$ cat src/rtl/calendar_date_cascade_if.sv
// Bus bundle for the calendar date stage: tick/set controls in, date fields out.
// Q_week exists only when CALENDAR_WEEKDAY_EN is defined.
interface calendar_date_cascade_if;
   logic        En;
   logic        day_tick;
   logic        set_en;
   logic [1:0]  set_sel;
   logic [15:0] set_val;
   logic        set_strobe;
   logic [4:0]  Q_day;
   logic [3:0]  Q_month;
   logic [15:0] Q_year;
   logic [4:0]  days_in_month;
   logic        leap;
   logic        C_year;
   logic        set_err;
`ifdef CALENDAR_WEEKDAY_EN
   logic [2:0]  Q_week;
`endif

   modport master (
      output En, day_tick, set_en, set_sel, set_val, set_strobe,
      input  Q_day, Q_month, Q_year, days_in_month, leap, C_year, set_err
`ifdef CALENDAR_WEEKDAY_EN
      , input Q_week
`endif
   );

   modport slave (
      input  En, day_tick, set_en, set_sel, set_val, set_strobe,
      output Q_day, Q_month, Q_year, days_in_month, leap, C_year, set_err
`ifdef CALENDAR_WEEKDAY_EN
      , output Q_week
`endif
   );
endinterface

$ cat src/rtl/calendar_date_cascade.sv
// Day/month/year stage fed by the hour counter carry; Gregorian leap rules,
// validated field setting. Optional weekday counter via CALENDAR_WEEKDAY_EN.
module calendar_date_cascade #(
   parameter logic [15:0] YEAR_INIT  = 16'd2023,
   parameter logic [3:0]  MONTH_INIT = 4'd1,
   parameter logic [4:0]  DAY_INIT   = 5'd1,
   parameter logic [15:0] YEAR_MIN   = 16'd2000,
   parameter logic [15:0] YEAR_MAX   = 16'd2099,
   parameter logic [2:0]  WEEK_INIT  = 3'd0
) (
   input logic                   CP,
   input logic                   nCR,
   calendar_date_cascade_if.slave bus
);

   function automatic logic is_leap(input logic [15:0] y);
      return (y[1:0] == 2'd0) &&
             (((y % 16'd100) != 16'd0) || ((y % 16'd400) == 16'd0));
   endfunction

   function automatic logic [4:0] month_days(input logic [3:0] m, input logic [15:0] y);
      case (m)
         4'd2:                   return is_leap(y) ? 5'd29 : 5'd28;
         4'd4, 4'd6, 4'd9, 4'd11: return 5'd30;
         default:                return 5'd31;
      endcase
   endfunction

   logic [4:0]  day_q, day_d;
   logic [3:0]  month_q, month_d;
   logic [15:0] year_q, year_d;
   logic        c_year_q, c_year_d;
   logic        set_err_q, set_err_d;
   logic        tick_prev_q, tick_prev_d;
   logic        tick_rise;
   logic [4:0]  dim_cur;
   logic [4:0]  dim_new;
`ifdef CALENDAR_WEEKDAY_EN
   logic [2:0]  week_q, week_d;
`else
   logic        unused_week_init;
   assign unused_week_init = ^WEEK_INIT;
`endif

   assign tick_rise = bus.day_tick & ~tick_prev_q;
   assign dim_cur   = month_days(month_q, year_q);

   always_comb begin
      day_d       = day_q;
      month_d     = month_q;
      year_d      = year_q;
      c_year_d    = 1'b0;
      set_err_d   = 1'b0;
      tick_prev_d = bus.day_tick;
      dim_new     = dim_cur;
`ifdef CALENDAR_WEEKDAY_EN
      week_d      = week_q;
`endif
      if (bus.set_en) begin
         if (bus.set_strobe) begin
            case (bus.set_sel)
               2'd0: begin
                  if (bus.set_val >= 16'd1 && bus.set_val <= {11'd0, dim_cur})
                     day_d = bus.set_val[4:0];
                  else
                     set_err_d = 1'b1;
               end
               2'd1: begin
                  if (bus.set_val >= 16'd1 && bus.set_val <= 16'd12) begin
                     month_d = bus.set_val[3:0];
                     dim_new = month_days(bus.set_val[3:0], year_q);
                     // Keep the day legal for the new month (e.g. 31 -> 30).
                     if (day_q > dim_new) day_d = dim_new;
                  end else begin
                     set_err_d = 1'b1;
                  end
               end
               2'd2: begin
                  if (bus.set_val >= YEAR_MIN && bus.set_val <= YEAR_MAX) begin
                     year_d  = bus.set_val;
                     dim_new = month_days(month_q, bus.set_val);
                     if (day_q > dim_new) day_d = dim_new;
                  end else begin
                     set_err_d = 1'b1;
                  end
               end
               default: begin
`ifdef CALENDAR_WEEKDAY_EN
                  if (bus.set_val <= 16'd6) week_d = bus.set_val[2:0];
                  else                      set_err_d = 1'b1;
`else
                  set_err_d = 1'b1;
`endif
               end
            endcase
         end
      end else if (bus.En && tick_rise) begin
`ifdef CALENDAR_WEEKDAY_EN
         week_d = (week_q == 3'd6) ? 3'd0 : week_q + 3'd1;
`endif
         if (day_q < dim_cur) begin
            day_d = day_q + 5'd1;
         end else if (month_q < 4'd12) begin
            day_d   = 5'd1;
            month_d = month_q + 4'd1;
         end else begin
            day_d    = 5'd1;
            month_d  = 4'd1;
            c_year_d = 1'b1;
            year_d   = (year_q == YEAR_MAX) ? YEAR_MIN : year_q + 16'd1;
         end
      end
   end

   always_ff @(posedge CP or negedge nCR) begin
      if (!nCR) begin
         day_q       <= DAY_INIT;
         month_q     <= MONTH_INIT;
         year_q      <= YEAR_INIT;
         c_year_q    <= 1'b0;
         set_err_q   <= 1'b0;
         tick_prev_q <= 1'b0;
`ifdef CALENDAR_WEEKDAY_EN
         week_q      <= WEEK_INIT;
`endif
      end else begin
         day_q       <= day_d;
         month_q     <= month_d;
         year_q      <= year_d;
         c_year_q    <= c_year_d;
         set_err_q   <= set_err_d;
         tick_prev_q <= tick_prev_d;
`ifdef CALENDAR_WEEKDAY_EN
         week_q      <= week_d;
`endif
      end
   end

   assign bus.Q_day         = day_q;
   assign bus.Q_month       = month_q;
   assign bus.Q_year        = year_q;
   assign bus.days_in_month = dim_cur;
   assign bus.leap          = is_leap(year_q);
   assign bus.C_year        = c_year_q;
   assign bus.set_err       = set_err_q;
`ifdef CALENDAR_WEEKDAY_EN
   assign bus.Q_week        = week_q;
`endif

endmodule

$ cat src/flat_wrapper.sv
// flat-port wrapper written by rule: the top's interface ports become plain ports
module calendar_date_cascade_flat 
#(
   parameter logic [15:0] YEAR_INIT  = 16'd2023,
   parameter logic [3:0]  MONTH_INIT = 4'd1,
   parameter logic [4:0]  DAY_INIT   = 5'd1,
   parameter logic [15:0] YEAR_MIN   = 16'd2000,
   parameter logic [15:0] YEAR_MAX   = 16'd2099,
   parameter logic [2:0]  WEEK_INIT  = 3'd0
)
  (CP, nCR, bus_En, bus_day_tick, bus_set_en, bus_set_sel, bus_set_val, bus_set_strobe, bus_Q_day, bus_Q_month, bus_Q_year, bus_days_in_month, bus_leap, bus_C_year, bus_set_err);
  calendar_date_cascade_if bus_i ();
  input logic CP;
  input logic nCR;
  input wire logic [$bits(bus_i.En)-1:0] bus_En;
  input wire logic [$bits(bus_i.day_tick)-1:0] bus_day_tick;
  input wire logic [$bits(bus_i.set_en)-1:0] bus_set_en;
  input wire logic [$bits(bus_i.set_sel)-1:0] bus_set_sel;
  input wire logic [$bits(bus_i.set_val)-1:0] bus_set_val;
  input wire logic [$bits(bus_i.set_strobe)-1:0] bus_set_strobe;
  output wire logic [$bits(bus_i.Q_day)-1:0] bus_Q_day;
  output wire logic [$bits(bus_i.Q_month)-1:0] bus_Q_month;
  output wire logic [$bits(bus_i.Q_year)-1:0] bus_Q_year;
  output wire logic [$bits(bus_i.days_in_month)-1:0] bus_days_in_month;
  output wire logic [$bits(bus_i.leap)-1:0] bus_leap;
  output wire logic [$bits(bus_i.C_year)-1:0] bus_C_year;
  output wire logic [$bits(bus_i.set_err)-1:0] bus_set_err;
  assign bus_i.En = bus_En;
  assign bus_i.day_tick = bus_day_tick;
  assign bus_i.set_en = bus_set_en;
  assign bus_i.set_sel = bus_set_sel;
  assign bus_i.set_val = bus_set_val;
  assign bus_i.set_strobe = bus_set_strobe;
  assign bus_Q_day = bus_i.Q_day;
  assign bus_Q_month = bus_i.Q_month;
  assign bus_Q_year = bus_i.Q_year;
  assign bus_days_in_month = bus_i.days_in_month;
  assign bus_leap = bus_i.leap;
  assign bus_C_year = bus_i.C_year;
  assign bus_set_err = bus_i.set_err;
  calendar_date_cascade #(.YEAR_INIT(YEAR_INIT), .MONTH_INIT(MONTH_INIT), .DAY_INIT(DAY_INIT), .YEAR_MIN(YEAR_MIN), .YEAR_MAX(YEAR_MAX), .WEEK_INIT(WEEK_INIT)) u_core (.CP(CP), .nCR(nCR), .bus(bus_i));
endmodule
$ cat config.mk
export PLATFORM = sky130hd
export DESIGN_NAME = calendar_date_cascade_flat
export DESIGN_NICKNAME = d
export VERILOG_FILES = /design/src/rtl/calendar_date_cascade_if.sv /design/src/rtl/calendar_date_cascade.sv /design/src/flat_wrapper.sv
export SDC_FILE = /design/constraint.sdc
export NUM_CORES = 1
export LEC_CHECK = 0
export ABC_AREA = 1
export CORE_ASPECT_RATIO = 1.4
export CORE_MARGIN = 1
export CORE_UTILIZATION = 48
export DETAILED_ROUTE_END_ITERATION = 12
export PLACE_DENSITY = 0.66
export SETUP_SLACK_MARGIN = 0.3
export SLEW_MARGIN = 15
export SYNTH_ARGS = -nofsm -noshare
export SYNTH_HDL_FRONTEND = slang
export SYNTH_SLANG_ARGS = --single-unit
$ cat constraint.sdc
create_clock -name CP -period 8.4 [get_ports CP]
set_input_delay 1.68 -clock CP [delete_from_list [all_inputs] [get_ports CP]]
set_output_delay 1.68 -clock CP [all_outputs]
set_load 0.03 [all_outputs]
==> flow_metrics.env <==
export IMPL_fmax_ghz=0.129
export IMPL_htree_levels=1
export IMPL_cp_start_kind="input port"
export IMPL_syn_area_mm2=0.00545
export IMPL_drive_gt1_frac=0.238
export IMPL_fin_crit_ps=7740
export IMPL_antenna_found_initial=0
export IMPL_r2r_start="u_core.bus.Q_year[11]"
export IMPL_area_growth_pct=25.2
export IMPL_cts_tree="done"
export IMPL_async_flop_share=1.00
export IMPL_root_buffer="clkbuf_16"
export IMPL_gp_congestion=0.910
export IMPL_synthTopCellsByArea="nand2_1 (21%), nand3_1 (8.4%), dfrtp_1 (7.8%), nand4_1 (7.5%), inv_1 (7.0%)"
export IMPL_gr_usage_all_layers=0.252
export IMPL_grt_pass1_wl_mm=25.2
export IMPL_die_area_mm2=0.0118
export IMPL_critPathMostFrequentCell="nand2_2"
export IMPL_cts_made_buffers=3
export IMPL_drv_slew=0
export IMPL_drt_iter0_drc=287
export IMPL_dp_hpwl_mm=11.9
export IMPL_vias=6413
export IMPL_regToRegSetupSlack_ps=1350
export IMPL_routed_via_density=5.46
export IMPL_rsz0062_at_grt="yes"
export IMPL_tightestPinTransition_ps=752
export IMPL_r2r_end="u_core.bus.Q_day[2]"
export IMPL_cp_required_ps=8550
export IMPL_synth_cell_types=50
export IMPL_cts_buffer_depth=2
export IMPL_post_drt_wl_per_cell_um=13.2
export IMPL_hold_viol_final=0
export IMPL_ant_nets=0
export IMPL_crit_path_end_kind="flop"
export IMPL_crit_fanout=11
export IMPL_setup_violations=0
export IMPL_synth_warnings=0
export IMPL_drc_errors=0
export IMPL_syn_inst=952
export IMPL_fp_coreArea_mm2=0.0109
export IMPL_synth_common_cells="nand2_1 (306), inv_1 (101), nand3_1 (91)"
export IMPL_cap_viol_max_count=0
export IMPL_slowest_stage="ha_2"
export IMPL_global_route_usage_met1=0.301
export IMPL_relSlewSlack=0.497
export IMPL_synth_ff_type="dfrtp_1"
export IMPL_r2r_cells=61
export IMPL_holdPathEnd="u_core.bus.Q_year[1]"
export IMPL_worstHoldStart="u_core.bus.Q_year[1]"
export IMPL_min_path_type="flop to flop"
export IMPL_fin_crit_sh=0.921
export IMPL_use_met2=0.491
export IMPL_path_clk_slew_ps=70
export IMPL_critPathKind="input port to flop"
export IMPL_grt_ovfl_total=0
export IMPL_cts_sinks=28
export IMPL_syn_area_per_cell_um2=5.73
export IMPL_die_w_um=92.1
export IMPL_holdWs_ps=496
export IMPL_start_util=0.499
export IMPL_ys_ff_latch=28
export IMPL_cp_arrival_ps=7890
export IMPL_busiest_layer="met2"
export IMPL_row_count=45
export IMPL_synth_edf_count=0
export IMPL_skew_ps=4.18
export IMPL_synth_seq_area_share=0.131
export IMPL_synth_top_cell_by_area="nand2_1"
export IMPL_clock_latency_ps=260
export IMPL_dieHeight_um=128
export IMPL_grt_max_degree=29
export IMPL_hold_depth=2
export IMPL_drt_total_wl_mm=15.5
export IMPL_diodes=0
export IMPL_io_pins=57
export IMPL_drtPass1Iterations=5
export IMPL_cts_hold_buf=0
export IMPL_yosysMostFrequentCell="nand2_1"
export IMPL_nets=1075
export IMPL_portBuffers=53
export IMPL_grt_pass1_vias=5828
export IMPL_cpPeakStageDelay_ps=340
export IMPL_grt_util_met3=0.00771
export IMPL_synth_top_area_share=0.211
export IMPL_status="finished, final reports clean"
==> kinds of logic (layout without fill, tap and decap cells) <==
| family | Yosys count | after routing | synth area share |
|---|---|---|---|
| buffers and inverters | 139 | 218 | 0.107 |
| other | 1 | 3 | 0.000688 |
| and+or+nand+nor | 639 | 639 | 0.568 |
| adders and majority gates | 17 | 17 | 0.0390 |
| DFF | 28 | 28 | 0.131 |
| AOI/OAI and AO/OA | 105 | 105 | 0.113 |
| xor gates and xnor gates | 23 | 23 | 0.0404 |
==> state kept, by name (all words and copies together), names as in the netlist <==
name,cells
u_core.bus.Q_year,16
u_core.tick_prev_q,1
u_core.bus.C_year,1
u_core.bus.Q_month,4
u_core.bus.set_err,1
u_core.bus.Q_day,5
==> placed cells by master, fill, tap and decap left out, types with 16 or more instances in the layout <==
cell,netlist,layout
nand2_2,42,65
nand2_1,306,270
o21ai_1,13,21
nand4_1,65,65
inv_2,16,19
buf_4,8,42
nor2_1,79,66
xor2_1,16,16
o21ai_0,38,28
clkdlybuf4s50_1,0,43
nand2_4,13,26
inv_1,101,98
ha_1,17,16
nand3_1,91,83
nand3_2,11,17
==> critical path: cells and delay by family <==
kind	cells	cell delay (ps)
xor+xnor	2	370
buf+inv	4	570
simple gates	44	4530
fa+ha+maj	1	340
compound gates	4	420
==> worst max path at each step <==
stage	startpoint	endpoint	slack, ps	cells past startpoint
after floorplan	bus_set_val[14]	u_core.bus.Q_day[2]	1000	57
after global placement	bus_set_val[15]	u_core.bus.Q_day[2]	-50	57
after detailed placement	bus_set_val[15]	u_core.bus.Q_day[2]	-150	57
after CTS	bus_set_val[11]	u_core.bus.Q_day[2]	360	61
after global routing	bus_set_val[15]	u_core.bus.Q_day[2]	120	56
final	bus_set_val[15]	u_core.bus.Q_day[1]	660	55
==> layer usage <==
metal	up-vias	part of all wire
met3	21	0.024
met4	0	0.017
met1	2940	0.43
met2	125	0.52
met5	-	0
li1	3327	-
==> per-stage QoR <==
| step | util | setup WS (ps) | std cells | setup TNS, ps | area [um2] |
|---|---|---|---|---|---|
| floorplan | - | 999 | 954 | 0 | 5460 |
| global placement | 0.571 | -52.4 | 1154 | -145 | 6240 |
| detailed placement | 0.571 | -148 | 1154 | -513 | 6240 |
| CTS | 0.582 | 365 | 1159 | 0 | 6360 |
| global route | 0.625 | 118 | 1174 | 0 | 6830 |
| finish | 0.625 | 664 | 1174 | 0 | 6830 |
==> layout make-up <==
class	instances	area, um2
clock buffer	4	88.8
fill	1098	4100
timing repair buffer	96	865
tap	141	176
multi-input combinational	787	4540
inverter	118	443
sequential	28	717
==> repair_timing <==
item,4_1_cts,5_1_grt
endpoints found under the setup margin,6,7
resized for setup,14,131
pin swaps,1,43
buffers inserted,1,15
Power is left out: the tool's default activity adds up to more than one toggle a clock period on the data nets, which glitch-free logic cannot reach.
